==> src/rtl/ws2812_receiver.sv <==
// ws2812_receiver: decodes a WS2812 serial stream into frames of NUM_LED 24-bit pixels
module ws2812_receiver #(
    parameter int NUM_LED    = 8,
    parameter int T_MIN_HIGH = 20,
    parameter int T_THRESH   = 60,
    parameter int T_MAX_HIGH = 120,
    parameter int T_RESET    = 5000
) (
    input  logic                  clk,
    input  logic                  reset_n,
    input  logic                  led_data,
    output logic [NUM_LED*24-1:0] rgb_data,
    output logic                  frame_valid,
    output logic                  frame_error,
    output logic                  busy
);
    localparam int NB   = NUM_LED * 24;
    localparam int CMAX = (T_RESET > T_MAX_HIGH + 1) ? T_RESET : T_MAX_HIGH + 1;
    localparam int CW   = $clog2(CMAX + 1);
    localparam int BW   = $clog2(NB + 1);
    localparam logic [CW-1:0] C_ONE  = CW'(1);
    localparam logic [CW-1:0] C_RST  = CW'(T_RESET);
    localparam logic [CW-1:0] C_RST1 = CW'(T_RESET - 1);
    localparam logic [CW-1:0] C_MIN  = CW'(T_MIN_HIGH);
    localparam logic [CW-1:0] C_THR  = CW'(T_THRESH);
    localparam logic [CW-1:0] C_MAX  = CW'(T_MAX_HIGH);
    localparam logic [CW-1:0] C_MAX1 = CW'(T_MAX_HIGH + 1);
    localparam logic [BW-1:0] B_FULL = BW'(NB);

    typedef enum logic [1:0] {SYNC, IDLE, HIGH, LOW} state_t;

    state_t          state;
    logic            s0, s1;
    logic [CW-1:0]   high_cnt, low_cnt;
    logic [BW-1:0]   bit_cnt;
    logic            ovf;
    logic [NB-1:0]   sh;

    // edges are implied by the state: IDLE/LOW only see the line low, HIGH only high
    assign busy = (state == HIGH) || (state == LOW && bit_cnt != '0);

    // two-flop synchronizer for the asynchronous serial line
    always_ff @(posedge clk or negedge reset_n) begin
        if (!reset_n) begin
            s0 <= 1'b0;
            s1 <= 1'b0;
        end else begin
            s0 <= led_data;
            s1 <= s0;
        end
    end

    // pulse-width decoder, frame assembly and frame completion/abort
    always_ff @(posedge clk or negedge reset_n) begin
        if (!reset_n) begin
            state       <= SYNC;
            high_cnt    <= '0;
            low_cnt     <= '0;
            bit_cnt     <= '0;
            ovf         <= 1'b0;
            sh          <= '0;
            rgb_data    <= '0;
            frame_valid <= 1'b0;
            frame_error <= 1'b0;
        end else begin
            frame_valid <= 1'b0;
            frame_error <= 1'b0;
            case (state)
                SYNC: begin
                    if (s1) begin
                        low_cnt <= '0;
                    end else if (low_cnt >= C_RST1) begin
                        low_cnt <= C_RST;
                        state   <= IDLE;
                    end else begin
                        low_cnt <= low_cnt + 1'b1;
                    end
                end
                IDLE: begin
                    if (s1) begin
                        high_cnt <= C_ONE;
                        state    <= HIGH;
                    end
                end
                HIGH: begin
                    if (!s1) begin
                        low_cnt <= C_ONE;
                        if (high_cnt < C_MIN) begin
                            frame_error <= 1'b1;
                            bit_cnt     <= '0;
                            ovf         <= 1'b0;
                            sh          <= '0;
                            state       <= SYNC;
                        end else begin
                            state <= LOW;
                            if (bit_cnt != B_FULL) begin
                                sh      <= {sh[NB-2:0], high_cnt >= C_THR};
                                bit_cnt <= bit_cnt + 1'b1;
                            end else begin
                                ovf <= 1'b1;
                            end
                        end
                    end else if (high_cnt >= C_MAX) begin
                        high_cnt    <= C_MAX1;
                        frame_error <= 1'b1;
                        bit_cnt     <= '0;
                        ovf         <= 1'b0;
                        sh          <= '0;
                        low_cnt     <= '0;
                        state       <= SYNC;
                    end else begin
                        high_cnt <= high_cnt + 1'b1;
                    end
                end
                LOW: begin
                    if (s1) begin
                        high_cnt <= C_ONE;
                        state    <= HIGH;
                    end else if (low_cnt >= C_RST1) begin
                        low_cnt <= C_RST;
                        bit_cnt <= '0;
                        ovf     <= 1'b0;
                        state   <= IDLE;
                        if (bit_cnt == B_FULL && !ovf) begin
                            rgb_data    <= sh;
                            frame_valid <= 1'b1;
                        end else begin
                            frame_error <= 1'b1;
                        end
                    end else begin
                        low_cnt <= low_cnt + 1'b1;
                    end
                end
                default: state <= SYNC;
            endcase
        end
    end
endmodule

==> config.mk <==
export PLATFORM = sky130hd
export DESIGN_NAME = ws2812_receiver
export DESIGN_NICKNAME = d
export VERILOG_FILES = /design/src/rtl/ws2812_receiver.sv
export SDC_FILE = /design/constraint.sdc
export NUM_CORES = 1
export LEC_CHECK = 0
export ABC_AREA = 1
export CAP_MARGIN = 20
export CORE_MARGIN = 4
export CORE_UTILIZATION = 40
export CTS_BUF_LIST = sky130_fd_sc_hd__clkbuf_8 sky130_fd_sc_hd__clkbuf_16
export DETAILED_ROUTE_END_ITERATION = 12
export GPL_TIMING_DRIVEN = 0
export SLEW_MARGIN = 25
export SYNTH_ARGS = -nofsm -noshare
export SYNTH_HDL_FRONTEND = slang
export SYNTH_SLANG_ARGS = --single-unit
==> constraint.sdc <==
create_clock -name clk -period 2.07 [get_ports clk]
set_input_delay 0.621 -clock clk [delete_from_list [all_inputs] [get_ports clk]]
set_output_delay 0.621 -clock clk [all_outputs]
set_load 0.05 [all_outputs]
* Word level (Yosys, flattened, before mapping)
Index checks and enable logic that the tools add are counted.
Word-level totals: logic and storage cells 99, output and inout port bits 195, register bits 425
Operators by class: $add $sub $neg 3, muxes and demuxes 47, reduce and logical (&&, ||, !) cells 18, magnitude comparators 4, equal/unequal tests 15, bitwise gates (word level) 1
Operator list (count):
- 192-bit 2-to-1 mux | 4
- 13-bit 2-to-1 mux | 8
- 8-bit 2-to-1 mux | 6
- 13-bit one-hot mux with 3 select lines | 1
- 13-bit by 1-bit adder with 13-bit output, second input constant | 2
- 13-bit one-hot mux with 2 select lines | 1
- 1-bit 2-to-1 mux | 16
- 8-bit one-hot mux with 2 select lines | 1
- 2-bit 2-to-1 mux | 7
- 13-bit >= comparator, second input constant | 1
- 13-bit by 6-bit >= comparator with 1-bit output, second input constant | 1
- 13-bit by 7-bit >= comparator with 1-bit output, second input constant | 1
- 13-bit by 5-bit < comparator with 1-bit output, second input constant | 1
- 3-bit AND reduction | 4
- 5-bit AND reduction | 2
- 8-bit by 1-bit adder with 8-bit output, second input constant | 1
- 8-bit equality test, second input constant | 1
- 2-bit inequality test, second input constant | 4
- 8-bit inequality test, second input constant | 1
- 2-bit one-hot mux with 4 select lines | 1
- 8-bit nonzero test | 1
- 2-bit by 1-bit inequality test with 1-bit output, second input constant | 3
- 3-bit nonzero test | 2
- 2-bit equality test, second input constant | 2
- 13 further kinds | 16

* Longest topological paths before layout
depth in word-level cells 6, depth in mapped cells 11

* Worst setup path before layout
OpenSTA, ideal clock, no wires.
path kind register to output, start reg bit_cnt[0], end out busy, path slack -116 ps, required time 1449 ps, stages on the path, launching flop included 6, path buffers 0, arrival 1565 ps, cell sequence dfrtp_1 > inv_1 > ha_1 > inv_1 > nor3_1 > a31oi_1
On the way: cells in the longest elaborated chain, start to end 3
RTL lines:
- start: declaration | line 35 | logic [BW-1:0] bit_cnt;
- start signal: assignment | line 98 | bit_cnt <= bit_cnt + 1'b1;
- 8-bit nonzero test | line 40 | assign busy = (state == HIGH) || (state == LOW && bit_cnt != '0);
- 1-bit logical AND | line 40
- 1-bit logical OR | line 40
- end: declaration | line 15 | output logic busy
No other way between the ends.

* Worst setup path after layout
start reg state[0], end out busy
On the way: cells in the longest elaborated chain, start to end 3, elaborated cells on any way between the ends 4, classes of those cells eq/ne: 2; reduce/logical: 2
RTL lines:
- start: declaration | line 32 | state_t state;
- start signal: assignment | line 56 | state <= SYNC;
- start signal: assignment | line 74 | state <= IDLE;
- start signal: assignment | line 82 | state <= HIGH;
- 2-bit equality test | line 40
- 1-bit logical AND | line 40
- 1-bit logical OR * | line 40
Every way passes the cells marked *; elsewhere a longest branch is shown, timed or not.

==> impl_metrics.ini <==
[run_status]
status = finished with violations
violations_in_the_final_reports = negative setup slack

[placed_design]
gpl.final_weighted_congestion = 0.866
placement.io_buffers = 197
hpwl_um = 28700
placedCellCount = 2762

[floorplanning]
die_area_um2 = 47100
chipWidth_um = 217
top_level_ports = 198
fp.coreArea_um2 = 43200
die_height_um = 217
number_of_standard_cell_rows_in_the_floorplan = 76
initial_utilization_pct = 40.5

[sta]
finalHoldViolations = 0
finalCriticalPeriod_ns = 2.28
timing.slew.headroom_pct = 62.1
maxSlewViolCount = 0
final.period_utilization_pct = 110
final_worst_clock_skew_ns = 0.0131
setup_slack_of_the_critical_path_after_layout_ns = -0.208
setup-violations-final = 1
maxClockFrequency_mhz = 439
rsz_0062_raised_after_global_routing = true
setup-tns-final_ns = -0.208
worst_slew_pin_slew_ns = 0.562

[drt]
route.detailed.wl_per_inst_um = 14.9
drt_iter0_drc = 974
antenna_left = 0
finalWirelength_um = 42400
vias_per_cell = 4.78
routed-via-count = 13600
firstDrtPassIters = 5
drc_errors = 0

[critical_path]
critical_path_buf_inv_count = 2
path_delay_family = flip-flops
critical_path_peak_fanout = 7
crit_path_cell_chain = inv_1, nor3_1, a31oi_2, buf_6
worst_path_max_delay_cell = dfrtp_1
endpoint_kind = output pin
setup.worst_path.start_class = flop
timing.critical_path.slowest_cell_delay_ns = 0.46
critPathArrivalTime_ns = 1.66
worst_endpoint_required_time_ns = 1.45
criticalPathCategory = flop to output pin

[logic_synthesis]
postSynthNetCount = 1982
dominantRegCellSynth = dfrtp_1
synth_edf_count = 0
netlist-cell-type-count = 31
mean_instance_size_in_the_synthesized_netlist_um2 = 8.85
synthCells = 1975
synth.ff_latch_count = 425
postSynth.asyncResetShare_pct = 100
synthesis.yosys.warnings = 0
synthesis.area_um2 = 17500
synth_seq_area_share_pct = 60.8

[global_route]
grt_util_all_layers_pct = 17.9
first_global_vias = 13400
grt_remaining_overflow = 0
global_route_wire_length_before_repair_um = 69800
grt_max_degree = 93
grt_antenna_before_repair = 0

[cts]
cts_root_buffer = clkbuf_16
clock_tree.htree_level_count = 2
clk_transition_reported_paths_ns = 0.06
clk-insertion-delay-late_ns = 0.56
cts_sinks = 425
cts_tree = done
number_of_cts_inserted_buffers = 46
clk_path_buf_depth = 3

[power_and_ir_drop]
worst_ir_drop_vdd_mv = 0.781
power_density_nw_per_um2 = 751
power.leakage_uw = 0.00965

[cells_and_area]
layout.nets = 2241
layout-drive-gt1-share_pct = 17.6
filler_cell_count = 4088
cell_count_final_fillers_out = 2852
area_growth_syn_to_layout_pct = 26.5
antenna_cells_inserted = 0

[job]
timing.max_cap.violations = 0

[min_path]
kind_of_path_behind_the_tightest_hold_check = flop to flop
-- synthesized netlist by cell type, types with 2 or more instances --
library cell  number  area share, %
a21oi_1            9           0.26
buf_2             45            1.3
buf_4             34            1.5
buf_6             14           0.90
clkbuf_1          14           0.30
dfrtp_1          425             61
ha_1               4           0.29
inv_1            240            5.2
inv_2              2          0.043
nand2_1          476             10
nand2_2            2          0.072
nand3_1           24           0.69
nand3_2            2           0.11
nand3b_1           2          0.086
nand4_1            7           0.25
nor2_1           241            5.2
nor2_2             2          0.072
nor2_4             3           0.19
nor3_1             6           0.17
o21ai_0           49            1.4
o21ai_1          356             10
o22ai_1            3           0.11
o311ai_0           2           0.10
xnor2_1            3           0.15
xor2_1             4           0.20
-- flip-flops by register name, indices dropped and copies added, names as in the netlist --
| signal | cells |
|---|---|
| frame_valid | 1 |
| state | 2 |
| low_cnt | 13 |
| bit_cnt | 8 |
| s0 | 1 |
| s1 | 1 |
| rgb_data | 192 |
| frame_error | 1 |
| ovf | 1 |
| high_cnt | 13 |
| sh | 192 |
-- logic make-up after synthesis --
logic type / count (synthesis) / share of synthesized area [%]
and+or+nand+nor: 766 / 17.1
DFF: 425 / 60.8
AOI/OAI and AO/OA: 422 / 12.2
adders and majority gates: 4 / 0.286
xor gates and xnor gates: 7 / 0.351
buffers and inverters: 351 / 9.22
-- worst register-to-register path: stages, from the launching register on --
cell and delay, ns:
dfrtp_1 0.37, nor2_1 0.12, nand2_1 0.10, nor2_4 0.17, buf_4 0.15, nand2_4 0.07, o21ai_4 0.19, nor2_4 0.06
buf_12 0.14, buf_6 0.15, buf_4 0.18, nand2_1 0.07, o21ai_1 0.07
-- what timing repair did --
item                                   CTS  global route
cloned                                   0             1
buffers inserted                         2             5
resized for setup                      548           109
setup endpoints to repair              366           478
hold buffers                             1             0
pin swaps                                3             6
endpoints found under the hold margin   42             0
-- path summary, 6_finish.rpt --
path / from / end / slack (ns) / depth (start not counted)
max: state[0]$_DFFE_PN0P_ / busy / -0.21 / 4
min: s0$_DFF_PN0_ / s1$_DFF_PN0_ / 0.34 / 0
max reg2reg: high_cnt[12]$_DFFE_PN0P_ / sh[125]$_DFFE_PN0P_ / 0.12 / 12
min reg2reg: s0$_DFF_PN0_ / s1$_DFF_PN0_ / 0.34 / 0
max in group asynchronous: reset_n / sh[136]$_DFFE_PN0P_ / 0.28 / 5
min in group asynchronous: reset_n / rgb_data[93]$_DFFE_PN0P_ / 0.57 / 2
-- placed cells by master, fill, tap and decap left out, types with 4 or more instances in the layout --
| cell type | n |
|---|---|
| buf_16 | 5 |
| xor2_1 | 4 |
| o21ai_1 | 356 |
| o21ai_0 | 48 |
| clkbuf_1 | 4 |
| nand3_1 | 24 |
| clkinv_2 | 5 |
| inv_2 | 5 |
| nor3_1 | 5 |
| a21oi_1 | 9 |
| buf_6 | 19 |
| nor2_2 | 5 |
| clkdlybuf4s15_1 | 12 |
| buf_2 | 22 |
| clkbuf_16 | 48 |
| buf_4 | 38 |
| nor2_1 | 238 |
| clkbuf_4 | 21 |
| clkbuf_2 | 51 |
| inv_1 | 247 |
| clkdlybuf4s15_2 | 140 |
| clkbuf_8 | 16 |
| nand2_1 | 474 |
| nand4_1 | 7 |
| dfrtp_1 | 423 |
-- stage by stage --
| step | hold slack, ns | utilization, % | instance area [um2] | power, uW | setup WS, ns |
|---|---|---|---|---|---|
| 2_1_floorplan | 0.325 | - | 17500 | 8490 | 0.178 |
| 3_3_place_gp | 0.340 | 46.8 | 20200 | 8680 | -18.42 |
| 3_5_place_dp | 0.339 | 47.1 | 20300 | 8700 | -0.477 |
| 4_1_cts | 0.351 | 51.1 | 22100 | 16800 | -0.289 |
| 5_1_grt | 0.347 | 51.2 | 22100 | 17200 | -0.276 |
| 6_report | 0.344 | 51.2 | 22100 | 16600 | -0.208 |
-- power breakdown --
group          switching, uW  total (uW)  internal (uW)
Clock                   3240        8050           4800
Combinational            181         225           44.0
Sequential              6.52        8320           8320
-- final cells by class --
type | count | area [um2] | area share [%]
Clock buffer | 63 | 1400 | 6.32
Buffer | 109 | 826 | 3.74
Multi-Input combinational cell | 1199 | 5310 | 24.0
Tap cell | 585 | 732 | 3.31
Clock inverter | 18 | 110 | 0.498
Inverter | 242 | 908 | 4.11
Timing Repair Buffer | 211 | 2180 | 9.87
Sequential cell | 425 | 10600 | 48.1
-- metal layers --
metal / up-vias / routed length [um] / global-route usage, %
li1: 6680 / - / -
met1: 6635 / 19800 / 25.1
met2: 253 / 19900 / 28.8
met3: 61 / 1670 / 2.75
met4: 0 / 1040 / 5.55
met5: - / 0 / 0
Power figures use the tool's default switching activity.
